<file path="config.mk">
export PLATFORM = sky130hd
export DESIGN_NAME = trace_encoder
export DESIGN_NICKNAME = d
export VERILOG_FILES = /design/src/rtl/trace_pkg.sv /design/src/rtl/trace_evt_buf.sv /design/src/rtl/trace_encoder.sv
export SDC_FILE = /design/constraint.sdc
export NUM_CORES = 1
export LEC_CHECK = 0
export ABC_CLOCK_PERIOD_IN_PS = 3600
export CAP_MARGIN = 40
export CORE_MARGIN = 5
export CORE_UTILIZATION = 55
export DETAILED_ROUTE_END_ITERATION = 10
export PLACE_DENSITY = 0.82
export RECOVER_POWER = 50
export SLEW_MARGIN = 40
export SYNTH_ARGS = -nofsm -noshare
export SYNTH_HDL_FRONTEND = slang
export SYNTH_SLANG_ARGS = --single-unit
</file>
<file path="constraint.sdc">
create_clock -name iClk -period 3.6 [get_ports iClk]
set_input_delay 0.9 -clock iClk [delete_from_list [all_inputs] [get_ports iClk]]
set_output_delay 0.9 -clock iClk [all_outputs]
set_load 0.01 [all_outputs]
</file>
<file path="src/rtl/trace_pkg.sv">
// Shared branch-trace definitions used by both the trace encoder and the ROP detector:
// event kinds, trampoline slot geometry and the encode/classify helpers.
package trace_pkg;

    typedef enum logic [1:0] {
        EVT_JUMP = 2'b00,
        EVT_CALL = 2'b01,
        EVT_RET  = 2'b10,
        EVT_RSVD = 2'b11
    } evt_type_e;

    localparam int unsigned TRAMPOLINE_FUNCTION_GAP = 8;
    localparam int unsigned RETURN_OFFSET           = 4;

    // Slot address carried in 33 bits so a wrap past 2^32 appears in bit 32.
    function automatic logic [32:0] slot_addr(input logic [31:0] start,
                                              input logic [31:0] k,
                                              input logic        isRet);
        logic [32:0] base;
        base = {1'b0, start} + ({1'b0, k} - 33'd1) * 33'(TRAMPOLINE_FUNCTION_GAP);
        return isRet ? base + 33'(RETURN_OFFSET) : base;
    endfunction

    function automatic logic [31:0] encode_event(input evt_type_e  evtType,
                                                 input logic [31:0] k,
                                                 input logic [31:0] target,
                                                 input logic [31:0] start);
        logic [32:0] addr;
        addr = slot_addr(start, k, evtType == EVT_RET);
        return (evtType == EVT_JUMP) ? target : addr[31:0];
    endfunction

    function automatic logic evt_legal(input evt_type_e  evtType,
                                       input logic [31:0] k,
                                       input logic [31:0] target,
                                       input logic [31:0] start,
                                       input logic [31:0] last);
        logic [32:0] addr;
        logic        legal;
        addr = slot_addr(start, k, evtType == EVT_RET);
        case (evtType)
            EVT_JUMP: legal = (target < start) || (target > last);
            EVT_CALL,
            EVT_RET:  legal = (k != 32'd0) && !addr[32] && (addr[31:0] <= last);
            default:  legal = 1'b0;
        endcase
        return legal;
    endfunction

endpackage

</file>
<file path="src/rtl/trace_evt_buf.sv">
// Circular event buffer with read/write pointers and an occupancy counter;
// a push and a pop in the same cycle are allowed even when the buffer is full.
module trace_evt_buf #(
    parameter int DEPTH = 4,
    parameter int WIDTH = 32
) (
    input  logic                         clk_i,
    input  logic                         rst_i,
    input  logic                         push_i,
    input  logic                         pop_i,
    input  logic [WIDTH-1:0]             data_i,
    output logic [WIDTH-1:0]             data_o,
    output logic                         full_o,
    output logic                         empty_o,
    output logic                         full_next_o,
    output logic [$clog2(DEPTH+1)-1:0]   count_o
);

    localparam int AW = $clog2(DEPTH);
    localparam int CW = $clog2(DEPTH + 1);

    logic [WIDTH-1:0] mem_q [DEPTH];
    logic [AW-1:0]    rd_q, rd_d, wr_q, wr_d;
    logic [CW-1:0]    cnt_q, cnt_d;
    logic             pushOk, popOk;

    always_comb begin
        popOk  = pop_i && (cnt_q != '0);
        pushOk = push_i && ((cnt_q != CW'(DEPTH)) || popOk);
        rd_d   = popOk  ? rd_q + AW'(1) : rd_q;
        wr_d   = pushOk ? wr_q + AW'(1) : wr_q;
        cnt_d  = cnt_q + CW'(pushOk) - CW'(popOk);
    end

    always_ff @(posedge clk_i or posedge rst_i) begin
        if (rst_i) begin
            rd_q  <= '0;
            wr_q  <= '0;
            cnt_q <= '0;
        end else begin
            rd_q  <= rd_d;
            wr_q  <= wr_d;
            cnt_q <= cnt_d;
        end
    end

    always_ff @(posedge clk_i) begin
        if (pushOk) begin
            mem_q[wr_q] <= data_i;
        end
    end

    assign data_o      = mem_q[rd_q];
    assign full_o      = (cnt_q == CW'(DEPTH));
    assign empty_o     = (cnt_q == '0);
    assign full_next_o = (cnt_d == CW'(DEPTH));
    assign count_o     = cnt_q;

endmodule

</file>
<file path="src/rtl/trace_encoder.sv">
// Encodes call/return/jump events as trampoline addresses and streams them into the trace FIFO.
// Optional TRACE_JUMP_FILTER_EN: legal jumps are accepted but never written to the FIFO.
module trace_encoder #(
    parameter int BUF_DEPTH = 4,
    parameter int FUNC_W    = 6,
    parameter int ERR_CNT_W = 16
) (
    input  logic                 iClk,
    input  logic                 iRst,
    input  logic [31:0]          iTRAMPOLINE_START,
    input  logic [31:0]          iTRAMPOLINE_END,
    input  logic                 iEvt_Valid,
    input  logic [1:0]           iEvt_Type,
    input  logic [FUNC_W-1:0]    iEvt_Func,
    input  logic [31:0]          iEvt_Target,
    output logic                 oEvt_Ready,
    input  logic                 iFifo_Full,
    output logic                 oFifo_WrEn,
    output logic [31:0]          oFifo_Data,
    output logic                 oEncErr,
    output logic [ERR_CNT_W-1:0] oErrCnt
);

    import trace_pkg::*;

    evt_type_e              evtType;
    logic [31:0]            encWord;
    logic                   evtLegal, keepEvt, accept, wantWrite;
    logic                   fifoWr, stageFree, bypass, bufPush, bufPop;
    logic                   bufEmpty, bufFull, bufFullNext;
    logic [31:0]            bufHead;
    logic [$clog2(BUF_DEPTH+1)-1:0] bufCount;
    logic                   unusedBufStatus;

    logic                   ready_q, err_q;
    logic                   outValid_q, outValid_d;
    logic [31:0]            outData_q, outData_d;
    logic [ERR_CNT_W-1:0]   errCnt_q, errCnt_d;

`ifdef TRACE_JUMP_FILTER_EN
    assign keepEvt = (evtType != EVT_JUMP);
`else
    assign keepEvt = 1'b1;
`endif

    always_comb begin
        evtType  = evt_type_e'(iEvt_Type);
        encWord  = encode_event(evtType, 32'(iEvt_Func), iEvt_Target, iTRAMPOLINE_START);
        evtLegal = evt_legal(evtType, 32'(iEvt_Func), iEvt_Target,
                             iTRAMPOLINE_START, iTRAMPOLINE_END);
    end

    // The stage takes the buffer head first; the bypass only applies when nothing is queued ahead.
    always_comb begin
        accept    = iEvt_Valid && ready_q;
        wantWrite = accept && evtLegal && keepEvt;
        fifoWr    = outValid_q && !iFifo_Full;
        stageFree = !outValid_q || fifoWr;
        bufPop    = stageFree && !bufEmpty;
        bypass    = wantWrite && bufEmpty && stageFree;
        bufPush   = wantWrite && !bypass;

        outValid_d = outValid_q;
        outData_d  = outData_q;
        if (bufPop) begin
            outValid_d = 1'b1;
            outData_d  = bufHead;
        end else if (bypass) begin
            outValid_d = 1'b1;
            outData_d  = encWord;
        end else if (fifoWr) begin
            outValid_d = 1'b0;
        end

        errCnt_d = errCnt_q;
        if (accept && !evtLegal && (errCnt_q != '1)) begin
            errCnt_d = errCnt_q + ERR_CNT_W'(1);
        end
    end

    always_ff @(posedge iClk or posedge iRst) begin
        if (iRst) begin
            ready_q    <= 1'b0;
            err_q      <= 1'b0;
            outValid_q <= 1'b0;
            outData_q  <= '0;
            errCnt_q   <= '0;
        end else begin
            ready_q    <= !bufFullNext;
            err_q      <= accept && !evtLegal;
            outValid_q <= outValid_d;
            outData_q  <= outData_d;
            errCnt_q   <= errCnt_d;
        end
    end

    trace_evt_buf #(
        .DEPTH (BUF_DEPTH),
        .WIDTH (32)
    ) u_evt_buf (
        .clk_i       (iClk),
        .rst_i       (iRst),
        .push_i      (bufPush),
        .pop_i       (bufPop),
        .data_i      (encWord),
        .data_o      (bufHead),
        .full_o      (bufFull),
        .empty_o     (bufEmpty),
        .full_next_o (bufFullNext),
        .count_o     (bufCount)
    );

    assign unusedBufStatus = ^{bufFull, bufCount};

    assign oEvt_Ready = ready_q;
    assign oFifo_WrEn = fifoWr;
    assign oFifo_Data = outData_q;
    assign oEncErr    = err_q;
    assign oErrCnt    = errCnt_q;

endmodule

</file>
==> run metrics, run 1 <==
status=complete, but fails checks; failing checks=design-rule violations, max-capacitance violations, max-slew violations, negative setup slack; number of global-route vias before repair=12300; gp weighted congestion=about 1.0; post-layout minimum cycle time=a little over 7000 ps; leakage=about 8.3 nW; footprint of the multi-input gates=0.00824 sq mm; Ports=159; Hold Path Origin=oErrCnt[12]; final worst path period share=197%; die height=approximately 160 um; worst hold slack=490 ps; Max-slew headroom=-10.8%; H-tree levels=4; TritonCTS buffer count=17; EDFF count, synth=128; drt total wl=approximately 47000 um; Comb power frac=44.2%; MaxCap Viol Count=1; top cell type's share of synthesized area=29.9%; Final setup viols=~270; max incr delay on CP=about 380 ps; filler cell count=1189; clock network power share=roughly a fifth; Critical Path RT=3910 ps; Max Clk Rate=0.141 GHz; Bufs on Longest Clock Path=2; port bufs=158; Core Area=roughly 0.023 sq mm; syn nets=about 1400; max-slew violations=29; synthesis-stage register bit count=186; Main synth FF type=edfxtp_1; register share of total power=35.6%; Final nets=1890; Die X=163 um; Crit Path Category=in -> reg; PD cells=469 mW/mm^2; RSZ-0062 raised after global routing=yes; layout cells sized above 1=35.6%; synth warn=0; row count=56; total gr overflow=0; Hold/Removal Path Class=reg -> reg; Power Total=9.07 mW; top post-synthesis cells by area=edfxtp_1, ha_1, dfrtp_1; first-pass GRT wire length=between 60000 and 70000 um; Clk Latency, worst-skew pair=440 ps; root buffer cell=clkbuf_16; Power Internal=5.94 mW; dpl hpwl=29900 um; Starting Density=55.2%; Crit Reg-Reg Endpoint=oErrCnt[6]; TritonCTS clock tree=done; Worst VDD drop=about 0.00048 V; 1st-iter DRT viols=1135; hold path cells=1; slowest CP cell=a2111oi_4; DR vias/cell=6.29; Synth area leader=edfxtp_1; Data arrival, critical path=7390 ps; Worst-Margin Slew=roughly 1700 ps; FF-to-FF Start=oErrCnt[6]; die area=0.0265 sq mm; ANT nets after route=0; Hold Path End=oErrCnt[12]; FFs w/ async S/R, synth=a little under a third; sequential share of the synthesized area=41.2%; initial antenna violation count=2; R2R depth=9; Netlist cell types=82; DRC=1; Worst setup SP type=input pin; Sw Pwr=3.14 mW; post-synthesis area per instance=11.1 sq um; CP Capture Type=flip-flop; final hold viol count=0; per-cell routed wire length=between 20 and 25 um; post-route setup slack=-3480 ps; area grow syn2layout=50.7%; cells after synthesis=1161; drt first pass iters=10; largest net degree at the start of global routing=43; Tot GR Track Use=32.3%; Worst path most repeated cell=xnor2_2; register area=0.00530 sq mm; Post-Syn Area=0.0128 sq mm; clk_skew=14.1 ps; Clock Pin Slew Worst Setup and Hold Paths=70 ps; Net Sw Frac=34.6%; fin util=about 83%; CTS sink cnt=186; critical path peak fanout=7; total number of vias=12400; worst reg2reg setup slack=between 300 and 400 ps
-- through the flow --
step / TNS, ps / setup slack (ps) / instance area (sq um) / instances
after global routing: -714440 / -3890 / 19300 / 1977
after global placement: -805960 / -3990 / 17200 / 1882
final: -623880 / -3480 / 19300 / 1977
after detailed placement: -836250 / -4120 / 17200 / 1882
after CTS: -568910 / -3180 / 18600 / 1952
after floorplan: -655280 / -3630 / 13200 / 1161
-- registers in the layout, indices dropped and copies added, names as in the netlist --
name	flops
oEncErr	1
oErrCnt	16
oEvt_Ready	1
oFifo_Data	32
outValid_q	1
u_evt_buf.count_o	3
u_evt_buf.mem_q	128
u_evt_buf.rd_q	2
u_evt_buf.wr_q	2
-- cells in the mapped netlist (11+ instances only) --
master / number
ha_1: 137
edfxtp_1: 128
inv_1: 87
nand2_1: 70
nor2_1: 61
dfrtp_1: 58
a21oi_1: 57
xnor2_1: 48
o21ai_0: 37
a21o_1: 36
mux4_2: 32
nand2b_1: 29
nand4_1: 29
mux2_2: 27
nand3_1: 24
and3_1: 23
xor2_1: 21
clkbuf_1: 19
nor3_1: 16
and2_1: 15
o21a_1: 12
a31oi_1: 11
-- placed cells by master, fill, tap and decap left out, types with 12 or more instances in the layout --
master,Yosys,final
clkdlybuf4s50_1,0,136
inv_1,87,82
clkbuf_16,0,18
dfrtp_1,58,56
nor3_1,16,12
xnor2_2,0,12
xnor2_1,48,34
ha_1,137,122
buf_12,0,16
nor2_1,61,51
and3_1,23,20
edfxtp_1,128,128
ha_4,0,13
nand3_1,24,15
mux2_4,0,16
buf_4,0,290
a21o_1,36,36
a21oi_1,57,49
xor2_1,21,19
nand2b_1,29,28
o21ai_0,37,24
buf_6,1,23
dlygate4sd3_1,0,16
mux4_2,32,32
nand2_1,70,61
nand4_1,29,29
-- worst max-delay path, delay by kind of cell --
family          cells  cell delay, ps
fa+ha+maj           4            1040
compound gates      8            1840
buf+inv             6             710
xor+xnor            3             620
simple gates       13            2240
-- final cells by class --
cell class	instances	area share [%]
Timing Repair Buffer	496	23.2
Sequential cell	186	27.4
Tap cell	319	2.06
Antenna cell	2	0.0259
Clock inverter	12	0.640
Clock buffer	20	2.26
Multi-Input combinational cell	855	42.6
Inverter	87	1.80
-- power groups by stage --
stage	combinational (mW)	sequential (mW)	clock [mW]
after floorplan	1.87	3.06	0
after global placement	3.09	3.15	0
after detailed placement	3.25	3.18	0
after CTS	3.66	3.17	1.80
after global routing	4.20	3.27	1.93
final	4.01	3.23	1.84
-- what timing repair did --
action	CTS	global route
resized for setup	114	124
hold buffers	0	0
pin swaps	69	86
endpoints found under the setup margin	280	272
buffers inserted	31	36
cloned	8	1
-- cells by family after synthesis --
| group | Yosys count | synth area share (%) |
|---|---|---|
| simple gates | 317 | 13.2 |
| compound gates | 261 | 14.9 |
| fa+ha+maj | 139 | 13.7 |
| mux | 66 | 8.54 |
| flops | 186 | 41.2 |
| xor+xnor | 69 | 4.71 |
| buf+inv | 123 | 3.75 |
-- worst max-delay path by stage --
stage / from / to / slack, ps / depth (start not counted)
final: iEvt_Func[5] / oEvt_Ready / -3480 / 34
after global routing: iEvt_Func[5] / oEvt_Ready / -3890 / 34
after detailed placement: iEvt_Func[0] / oEvt_Ready / -4120 / 31
after global placement: iEvt_Func[0] / oEvt_Ready / -3990 / 31
after floorplan: iEvt_Func[0] / oEvt_Ready / -3630 / 32
after CTS: iEvt_Func[3] / oEvt_Ready / -3180 / 33
-- metal layers --
layer / track usage (%) / vias to the layer above / part of all wire, %
met3: 3.92 / 284 / 7.8
met5: 0 / - / 0
met2: 58.8 / 869 / 51
li1: - / 5388 / -
met1: 37.6 / 5903 / 34
met4: 15.9 / 0 / 7.0
Note: power is estimated with default switching activity, not from simulation.
==> run 2, diff against run 1 <==
==> constraint.sdc (replaced) <==
create_clock -name iClk -period 3.6 [get_ports iClk]
set_input_delay 0.9 -clock iClk [delete_from_list [all_inputs] [get_ports iClk]]
set_output_delay 0.9 -clock iClk [all_outputs]
set_load 0.02 [all_outputs]
==> run metrics, run 2 (synthesis results as in run 1) <==
Critical Path Stages=36 (+5.9%); largest net degree at the start of global routing=43 (unchanged); Critical Path Start=iEvt_Func[4]; CP top delay family=simple AND/OR/NAND/NOR gates; Critical Path RT=3900 ps (about the same); Final nets=1915 (+1.3%); register share of total power=32.3% (-3.3 points); Sw Pwr=3.59 mW (+14%); number of global-route vias before repair=12900 (+4.8%); met1 WL=18200 um (+12%); most common cell after layout, fill and taps aside=buf_4; initial antenna violation count=2 (unchanged); FF-to-FF Start=oErrCnt[7]; Comb power frac=45.6% (+1.4 points); final worst path period share=212% (+16 points); max-slew violations=29 (unchanged); die area=0.0265 sq mm (unchanged); DR vias/cell=6.75 (+7.3%); max incr delay on CP=410 ps (+30 ps); Top reg by flops=u_evt_buf.mem_q; critical path peak fanout=7 (unchanged); MaxCap Viol Count=1 (unchanged); CTS Hold Bufs=0 (unchanged); worst reg2reg setup slack=230 ps (-120 ps); ANT nets after route=0 (unchanged); status=complete, but fails checks; post-layout minimum cycle time=7640 ps (+559 ps); met2 WL=26400 um (+9.7%); total gr overflow=0 (unchanged); leakage=8.63 nW (+3.6%); Worst VDD drop=0.000391 V (-18%); Hold/Removal Path Class=reg -> reg; layout cells sized above 1=38.3% (+2.7 points); clock network power share=22.1% (+1.9 points); drt first pass iters=8 (-2); gp weighted congestion=1.02 (+0.76%); Core Area=0.0233 sq mm (unchanged); met3 wire length=5840 um (+59%); Worst setup SP type=input pin; port bufs=158 (unchanged); Crit Reg-Reg Endpoint=oErrCnt[9]; DRC=0 (-1); slowest CP cell=nor2_1; Crit path buffers/inverters=8 (+2); Power Internal=6.20 mW (+4.4%); setup TNS=-746700 ps (-122830 ps); filler cell count=1052 (-12%); CTS sink cnt=186 (unchanged); total number of vias=13500 (+8.6%); crit path to=oEvt_Ready; uppermost routed layer=met5; register area=0.00530 sq mm (about the same); Crit Path Category=in -> reg; per-cell routed wire length=28.0 um (+17%); Max Clk Rate=0.131 GHz (-7.3%); PD cells=491 mW/mm^2 (+4.8%); area grow syn2layout=55.1%; TritonCTS clock tree=done; first-pass GRT wire length=69400 um (+4.9%); Clk Latency, worst-skew pair=440 ps (about the same); 1st-iter DRT viols=1708 (+50%); drt total wl=56100 um (+18%); final hold viol count=0 (unchanged); Bufs on Longest Clock Path=2 (unchanged); failing checks=max-capacitance violations, max-slew violations, negative setup slack; H-tree levels=4 (unchanged); clk_skew=13.2 ps (-0.881 ps); dpl hpwl=29800 um (about the same); post-route setup slack=-4040 ps (-559 ps); footprint of the multi-input gates=0.00836 sq mm (+1.5%); RSZ-0062 raised after global routing=yes; root buffer cell=clkbuf_16; non-filler instance count after layout=2001 (+1.2%); Worst-Margin Slew=1530 ps (-132 ps); Final setup viols=269 (+1.5%); Data arrival, critical path=7940 ps (+550 ps); Clock Pin Slew Worst Setup and Hold Paths=70 ps (about the same); CP Capture Type=flip-flop; Starting Density=55.2% (unchanged); R2R depth=9 (unchanged); Ports=159 (unchanged); row count=56 (unchanged); Tot GR Track Use=33.9% (+1.6 points); Max-slew headroom=-1.97% (+8.8 points); max FFs per register=128 (unchanged); Die X=163 um (unchanged); Net Sw Frac=36.7% (+2.1 points); Placed Instances=1882 (unchanged); most frequent cells in the layout=buf_4, clkdlybuf4s50_1, edfxtp_1; TritonCTS buffer count=17 (unchanged); die height=163 um (unchanged)
## run 2: changes by cell type in the layout (fill, tap and decap cells not counted), moves of 5 or more
cell / change
xnor2_2: +8
buf_8: -5
xnor2_1: -6
clkbuf_16: +8
buf_6: +6
buf_4: +15
## run 2: worst min-delay path by stage
stage,start,to,cells past startpoint
floorplan,u_evt_buf.wr_q[1],u_evt_buf.wr_q[1],1
global placement,oErrCnt[8],oErrCnt[8],1
detailed placement,oErrCnt[8],oErrCnt[8],1
CTS,oErrCnt[8],oErrCnt[8],1
global route,oErrCnt[8],oErrCnt[8],1
finish,oErrCnt[8],oErrCnt[8],1
## run 2: power by group through the flow
stage	Combinational (mW)	Clock, mW	Sequential [mW]
after global routing	4.59	2.24	3.17
after floorplan	1.87	0	3.22
after CTS	3.81	2.09	3.08
after detailed placement	3.51	0	3.09
after global placement	3.36	0	3.05
final	4.46	2.16	3.16
## run 2: worst register-to-register path, stage by stage, from the launching register on
cell and delay (ps):
dfrtp_1 440, and3_1 220, and2_1 190, and3_1 240, and3_1 230, and3_1 220
a31oi_1 910, buf_4 400, nand4_1 210, xnor2_1 180
## run 2: repair_timing
action | 4_1_cts | 5_1_grt
gates resized for setup | 113 | 149
pin swaps | 45 | 62
gates cloned | 4 | 10
endpoints found under the setup margin | 280 | 272
setup buffers | 58 | 46
## run 2: metal layers
layer / vias to the layer above / global-route usage [%]
met3: 465 / 4.43
met2: 1242 / 59.4
met1: 6377 / 39.0
met5: - / 0
li1: 5424 / -
met4: 2 / 22.0
## run 2: per-stage QoR
step / total power [mW] / setup slack, ps / area [sq um] / utilization, % / hold slack (ps)
after floorplan: 5.10 / -3630 / 13200 / - / 512
after global routing: 10.0 / -4230 / 19900 / 85.6 / 543
after detailed placement: 6.60 / -4320 / 17300 / 74.3 / 484
after global placement: 6.41 / -3990 / 17300 / 74.3 / 478
final: 9.78 / -4040 / 19900 / 85.6 / 515
after CTS: 8.98 / -3100 / 18900 / 81.1 / 493
## run 2: final cells by class
class / instances / share of cell area (%)
multi-input cells: 854 / 42.0
repair buffers: 522 / 24.3
flip-flops and latches: 186 / 26.6
inverters: 87 / 1.75
well taps: 319 / 2.00
clock buffers: 18 / 2.16
diodes: 1 / 0.0126
clock inverters: 14 / 1.16
==> run 3, diff against run 2 <==
--- a/config.mk
+++ b/config.mk
@@ -7,11 +7,12 @@
 export LEC_CHECK = 0
 export ABC_CLOCK_PERIOD_IN_PS = 3600
 export CAP_MARGIN = 40
-export CORE_MARGIN = 5
-export CORE_UTILIZATION = 55
+export CORE_MARGIN = 2
+export CORE_UTILIZATION = 49
 export DETAILED_ROUTE_END_ITERATION = 10
-export PLACE_DENSITY = 0.82
+export PLACE_DENSITY = 0.75
 export RECOVER_POWER = 50
+export SKIP_LAST_GASP = 1
 export SLEW_MARGIN = 40
 export SYNTH_ARGS = -nofsm -noshare
 export SYNTH_HDL_FRONTEND = slang
==> run metrics, run 3 (synthesis results as in run 1) <==
register share of total power=33.7% (+1.4 points); CTS sink cnt=186 (unchanged); Bufs on Longest Clock Path=2 (unchanged); Sw Pwr=3.36 mW (-6.2%); Final setup viols=268 (-0.37%); Worst path most repeated cell=nor4_4; most common cell after layout, fill and taps aside=buf_4; most frequent cells in the layout=buf_4, clkdlybuf4s50_1, edfxtp_1; final hold viol count=0 (unchanged); fin util=77.6% (-8.0 points); drt total wl=46900 um (-16%); post-route setup slack=-3520 ps (+521 ps); root buffer cell=clkbuf_16; DRC=0 (unchanged); total gr overflow=0 (unchanged); worst hold slack=481 ps (-34.6 ps); clock network power share=20.1% (-2.0 points); CP Capture Type=flip-flop; Crit Path Category=in -> reg; largest net degree at the start of global routing=59 (+37%); RSZ-0062 raised after global routing=yes; max incr delay on CP=500 ps (+90 ps); max FFs per register=128 (unchanged); max-slew violations=88 (+200%); first-pass GRT wire length=62600 um (-9.8%); Clock Pin Slew Worst Setup and Hold Paths=70 ps (about the same); leakage=8.70 nW (+0.87%); setup TNS=-650030 ps (+96670 ps); Max Clk Rate=0.140 GHz (+7.3%); critical path peak fanout=8 (+1); Hold/Removal Path Class=reg -> reg; failing checks=max-capacitance violations, max-slew violations, negative setup slack; CTS Hold Bufs=0 (unchanged); Ports=159 (unchanged); drt first pass iters=5 (-3); CP top delay family=simple AND/OR/NAND/NOR gates; gp weighted congestion=0.984 (-3.9%); row count=59 (+5.4%); status=complete, but fails checks; Power Internal=5.99 mW (-3.3%); Comb power frac=46.2% (+0.6 points); total number of vias=12500 (-7.7%); H-tree levels=4 (unchanged); Tot GR Track Use=28.7% (-5.2 points); area grow syn2layout=56.5%; filler cell count=1511 (+44%); DR vias/cell=6.14 (-9.1%); per-cell routed wire length=23.1 um (-18%); final worst path period share=198% (-14 points); Net Sw Frac=35.9% (-0.71 points); port bufs=158 (unchanged); Top reg by flops=u_evt_buf.mem_q; Critical Path RT=3910 ps (about the same); PD cells=465 mW/mm^2 (-5.3%); Clk Latency, worst-skew pair=440 ps (about the same); clk_skew=9.82 ps (-3.34 ps); Core Area=0.0259 sq mm (+11%); dpl hpwl=28300 um (-5.1%); layout cells sized above 1=39.7% (+1.3 points); TritonCTS buffer count=17 (unchanged); Final nets=1931 (+0.84%); initial antenna violation count=1 (-1); slowest CP cell=or4_4; MaxCap Viol Count=2 (+1); die height=166 um (+1.9%); number of global-route vias before repair=12000 (-6.8%); Data arrival, critical path=7430 ps (-510 ps); Worst-Margin Slew=1570 ps (+43.8 ps); Worst setup SP type=input pin; TritonCTS clock tree=done; Max-slew headroom=-4.90% (-2.9 points); Crit path buffers/inverters=7 (-1); die area=0.0275 sq mm (+3.8%); Die X=166 um (+1.9%); post-layout minimum cycle time=7120 ps (-521 ps); Starting Density=49.5% (-5.6 points); 1st-iter DRT viols=1154 (-32%); ANT nets after route=0 (unchanged); Worst VDD drop=0.000618 V (+58%)
run 3: final timing paths:
kind | startpoint | slack [ps] | endpoint | depth (start not counted)
max | iEvt_Func[3] | -3520 | oEvt_Ready | 35
min | oErrCnt[8] | 480 | oErrCnt[8] | 1
max reg2reg | oErrCnt[6] | 520 | oErrCnt[15] | 9
min reg2reg | oErrCnt[8] | 480 | oErrCnt[8] | 1
max in group asynchronous | iRst | 1070 | u_evt_buf.rd_q[1] | 3
min in group asynchronous | iRst | 1440 | oFifo_Data[18] | 3
run 3: what timing repair did:
item / in CTS / in global routing
cloned: 5 / 11
pin swaps: 43 / 74
resized for setup: 91 / 197
buffers inserted: 43 / 51
hold endpoints to repair: 0 / 0
setup endpoints to repair: 276 / 272
run 3: layer usage:
| metal | vias to the layer above | GRT usage, % | share of wire, % |
|---|---|---|---|
| met1 | 6047 | 33.8 | 36 |
| met5 | - | 0 | 0 |
| met4 | 0 | 9.98 | 5.5 |
| li1 | 5454 | - | - |
| met3 | 233 | 3.29 | 7.0 |
| met2 | 740 | 54.0 | 52 |
run 3: cell type report:
class	instances	area (sq um)	area share (%)
Antenna cell	1	2.50	0.0125
Clock inverter	15	163	0.809
Clock buffer	17	425	2.12
Sequential cell	186	5300	26.4
Timing Repair Buffer	538	5030	25.0
Multi-Input combinational cell	854	8390	41.8
Inverter	87	358	1.78
Tap cell	335	419	2.09
run 3: power groups by stage:
stage	combinational, mW	clock [mW]	sequential [mW]
6_report	4.32	1.88	3.15
5_1_grt	4.54	1.95	3.19
4_1_cts	3.78	1.85	3.09
3_5_place_dp	3.47	0	3.12
3_3_place_gp	3.35	0	3.09
2_1_floorplan	1.87	0	3.22
run 3: worst register-to-register path: stages (launching register included):
cell	delay (ps)
dfrtp_1	420
and3_1	190
and2_1	180
and3_1	210
and3_1	210
and3_1	230
a31oi_1	790
buf_4	380
nand4_1	180
xnor2_2	180
run 3: metrics by stage:
stage          instance area [sq um]  setup WS (ps)  cells  total power, mW
2_1_floorplan                  13200          -3630   1161             5.10
3_3_place_gp                   17400          -3890   1906             6.45
3_5_place_dp                   17400          -4070   1906             6.59
4_1_cts                        18700          -3050   1984             8.72
5_1_grt                        20100          -3660   2033             9.68
6_report                       20100          -3520   2033             9.35
==> RTL edit, RTL diff (settings of run 1) <==
Set the parameter `ERR_CNT_W` to 20 (it was 16).
--- a/src/rtl/trace_encoder.sv
+++ b/src/rtl/trace_encoder.sv
@@ -3,7 +3,7 @@
 module trace_encoder #(
     parameter int BUF_DEPTH = 4,
     parameter int FUNC_W    = 6,
-    parameter int ERR_CNT_W = 16
+    parameter int ERR_CNT_W = 20
 ) (
     input  logic                 iClk,
     input  logic                 iRst,
Ports: changed (resized oErrCnt); port bits go from 159 to 163. The function was not compared with the original's and may differ.
==> RTL edit against run 1 <==
The flow finishes with violations (negative setup slack). Maximum frequency fell by 7.1%. Wire length rose by 26%. Synthesized cell count is 1.7% higher. Sequential cell count rose by 4. Area after synthesis rose by 2.2%. Critical path depth is 5 lower. Cell area rose by 6.5%. Worst setup slack lost 0.54 ns. Total power up 8.4%. Global-route usage increased by 5.0 points. Cell count up 6.5%. Largest power group unchanged.
==> RTL edit: results (changes against run 1) <==
First-pass GRT wire length = 76770 µm (+16%)
Failing checks = negative setup slack
Setup violations, final = 280 (+5.7%)
Hold_sp = oFifo_Data[10]$_DFFE_PP0P_
Largest net degree at the start of global routing = 39 (-9.3%)
Worst r2r path cells = 6 (-3)
Synth cell count leaders = ha_1, edfxtp_1, nand2_1
Cells after Synth = 1181 (+1.7%)
Status = complete, but fails checks
Port bufs = 162 (+2.5%)
Filler instances = 973 (-18%)
Hold WS = 0.5231 ns (+0.03333 ns)
Initial antenna violation count = 0 (-2)
Diodes inserted = 0 (-2)
Ys async rst share = 32.63% (+1.4 points)
Pre-Repair DR Iteration Count = 8 (-2)
GRT Total Usage = 37.31% (+5.0 points)
Placer's final routability congestion estimate = 0.9551 (-6.0%)
DRT iter0 DRCs = 1779 (+57%)
Unique masters post-synth = 81 (-1.2%)
Max IR drop VDD = 443.7 µV (-6.8%)
Wirelength per Cell = 28.42 µm (+19%)
Crit-path max cell delay = 0.59 ns (+0.21 ns)
Seq/Total Area, Yosys = 41.11% (-0.13 points)
Crit path max fanout = 3 (-4)
Drt total wl = 59850 µm (+26%)
Nets@finish = 2021 (+6.9%)
Setup_tns = -822.73 ns (-198.86 ns)
Post-placement cell area = 18210 µm² (+5.6%)
Hpwl dp = 32910 µm (+10%)
Final setup margin = -4.020 ns (-0.5398 ns)
R2r setup slk = 0.60 ns (+0.25 ns)
Worst r2r dst = oFifo_Data[31]$_DFFE_PP0P_
Rel. slew slack = 18.23% (+29 points)
Syn nets = 1428 (+1.4%)
WP data arrival = 7.94 ns (+0.55 ns)
Setup slack at placement = -4.409 ns (-0.2884 ns)
-- RTL edit: changes by cell type in the layout (fill, tap and decap cells not counted), sizes merged, moves of 7 or more --
cell	change
and3	-11
nand2b	-18
inv	+17
o221a	-16
nand2	+36
o211ai	+9
nor2	-7
mux2	+40
buf	+95
a21oi	-13
-- RTL edit: kinds of logic after synthesis --
logic type	count (synthesis)	synth area share [%]
multiplexers	104	12.15
XOR/XNOR	72	4.805
buffers and inverters	119	3.547
AND/OR/NAND/NOR	326	12.73
adder cells (fa/ha/maj)	139	13.37
flip-flops	190	41.11
AO/OA/AOI/OAI	231	12.30
-- RTL edit: critical path, delay by kind of cell --
kind | cells | cell delay, ns
compound gates | 9 | 1.96
xor+xnor | 2 | 0.61
fa+ha+maj | 4 | 1.17
buf+inv | 3 | 0.47
simple gates | 11 | 2.80
-- RTL edit: final cells by class --
class	count	area (µm²)	share of cell area (%)
multi-input cells	872	8386	40.69
clock buffers	18	439.2	2.131
repair buffers	600	5488	26.63
well taps	319	399.1	1.937
inverters	93	377.9	1.834
clock inverters	14	117.6	0.5708
flip-flops and latches	190	5399	26.20
-- RTL edit: routing by layer --
metal  track usage, %  wire length, µm
met4            22.16             6117
met1            42.81            19270
met2            65.94            28060
met3            5.690             6404
met5                0                0
-- RTL edit: power by group --
| group | internal [W] | switching, W | total (W) |
|---|---|---|---|
| Clock | 0.000933 | 0.000972 | 0.00191 |
| Sequential | 0.00279 | 0.000428 | 0.00322 |
| Combinational | 0.00241 | 0.00230 | 0.00471 |
| Total | 0.00613 | 0.00370 | 0.00983 |
-- RTL edit: repair_timing --
action	4_1_cts	5_1_grt
gates resized for setup	137	74
setup buffers	79	25
hold endpoints to repair	0	0
cloned	3	6
endpoints found under the setup margin	284	284
pin swaps	42	39
hold buffers	0	0
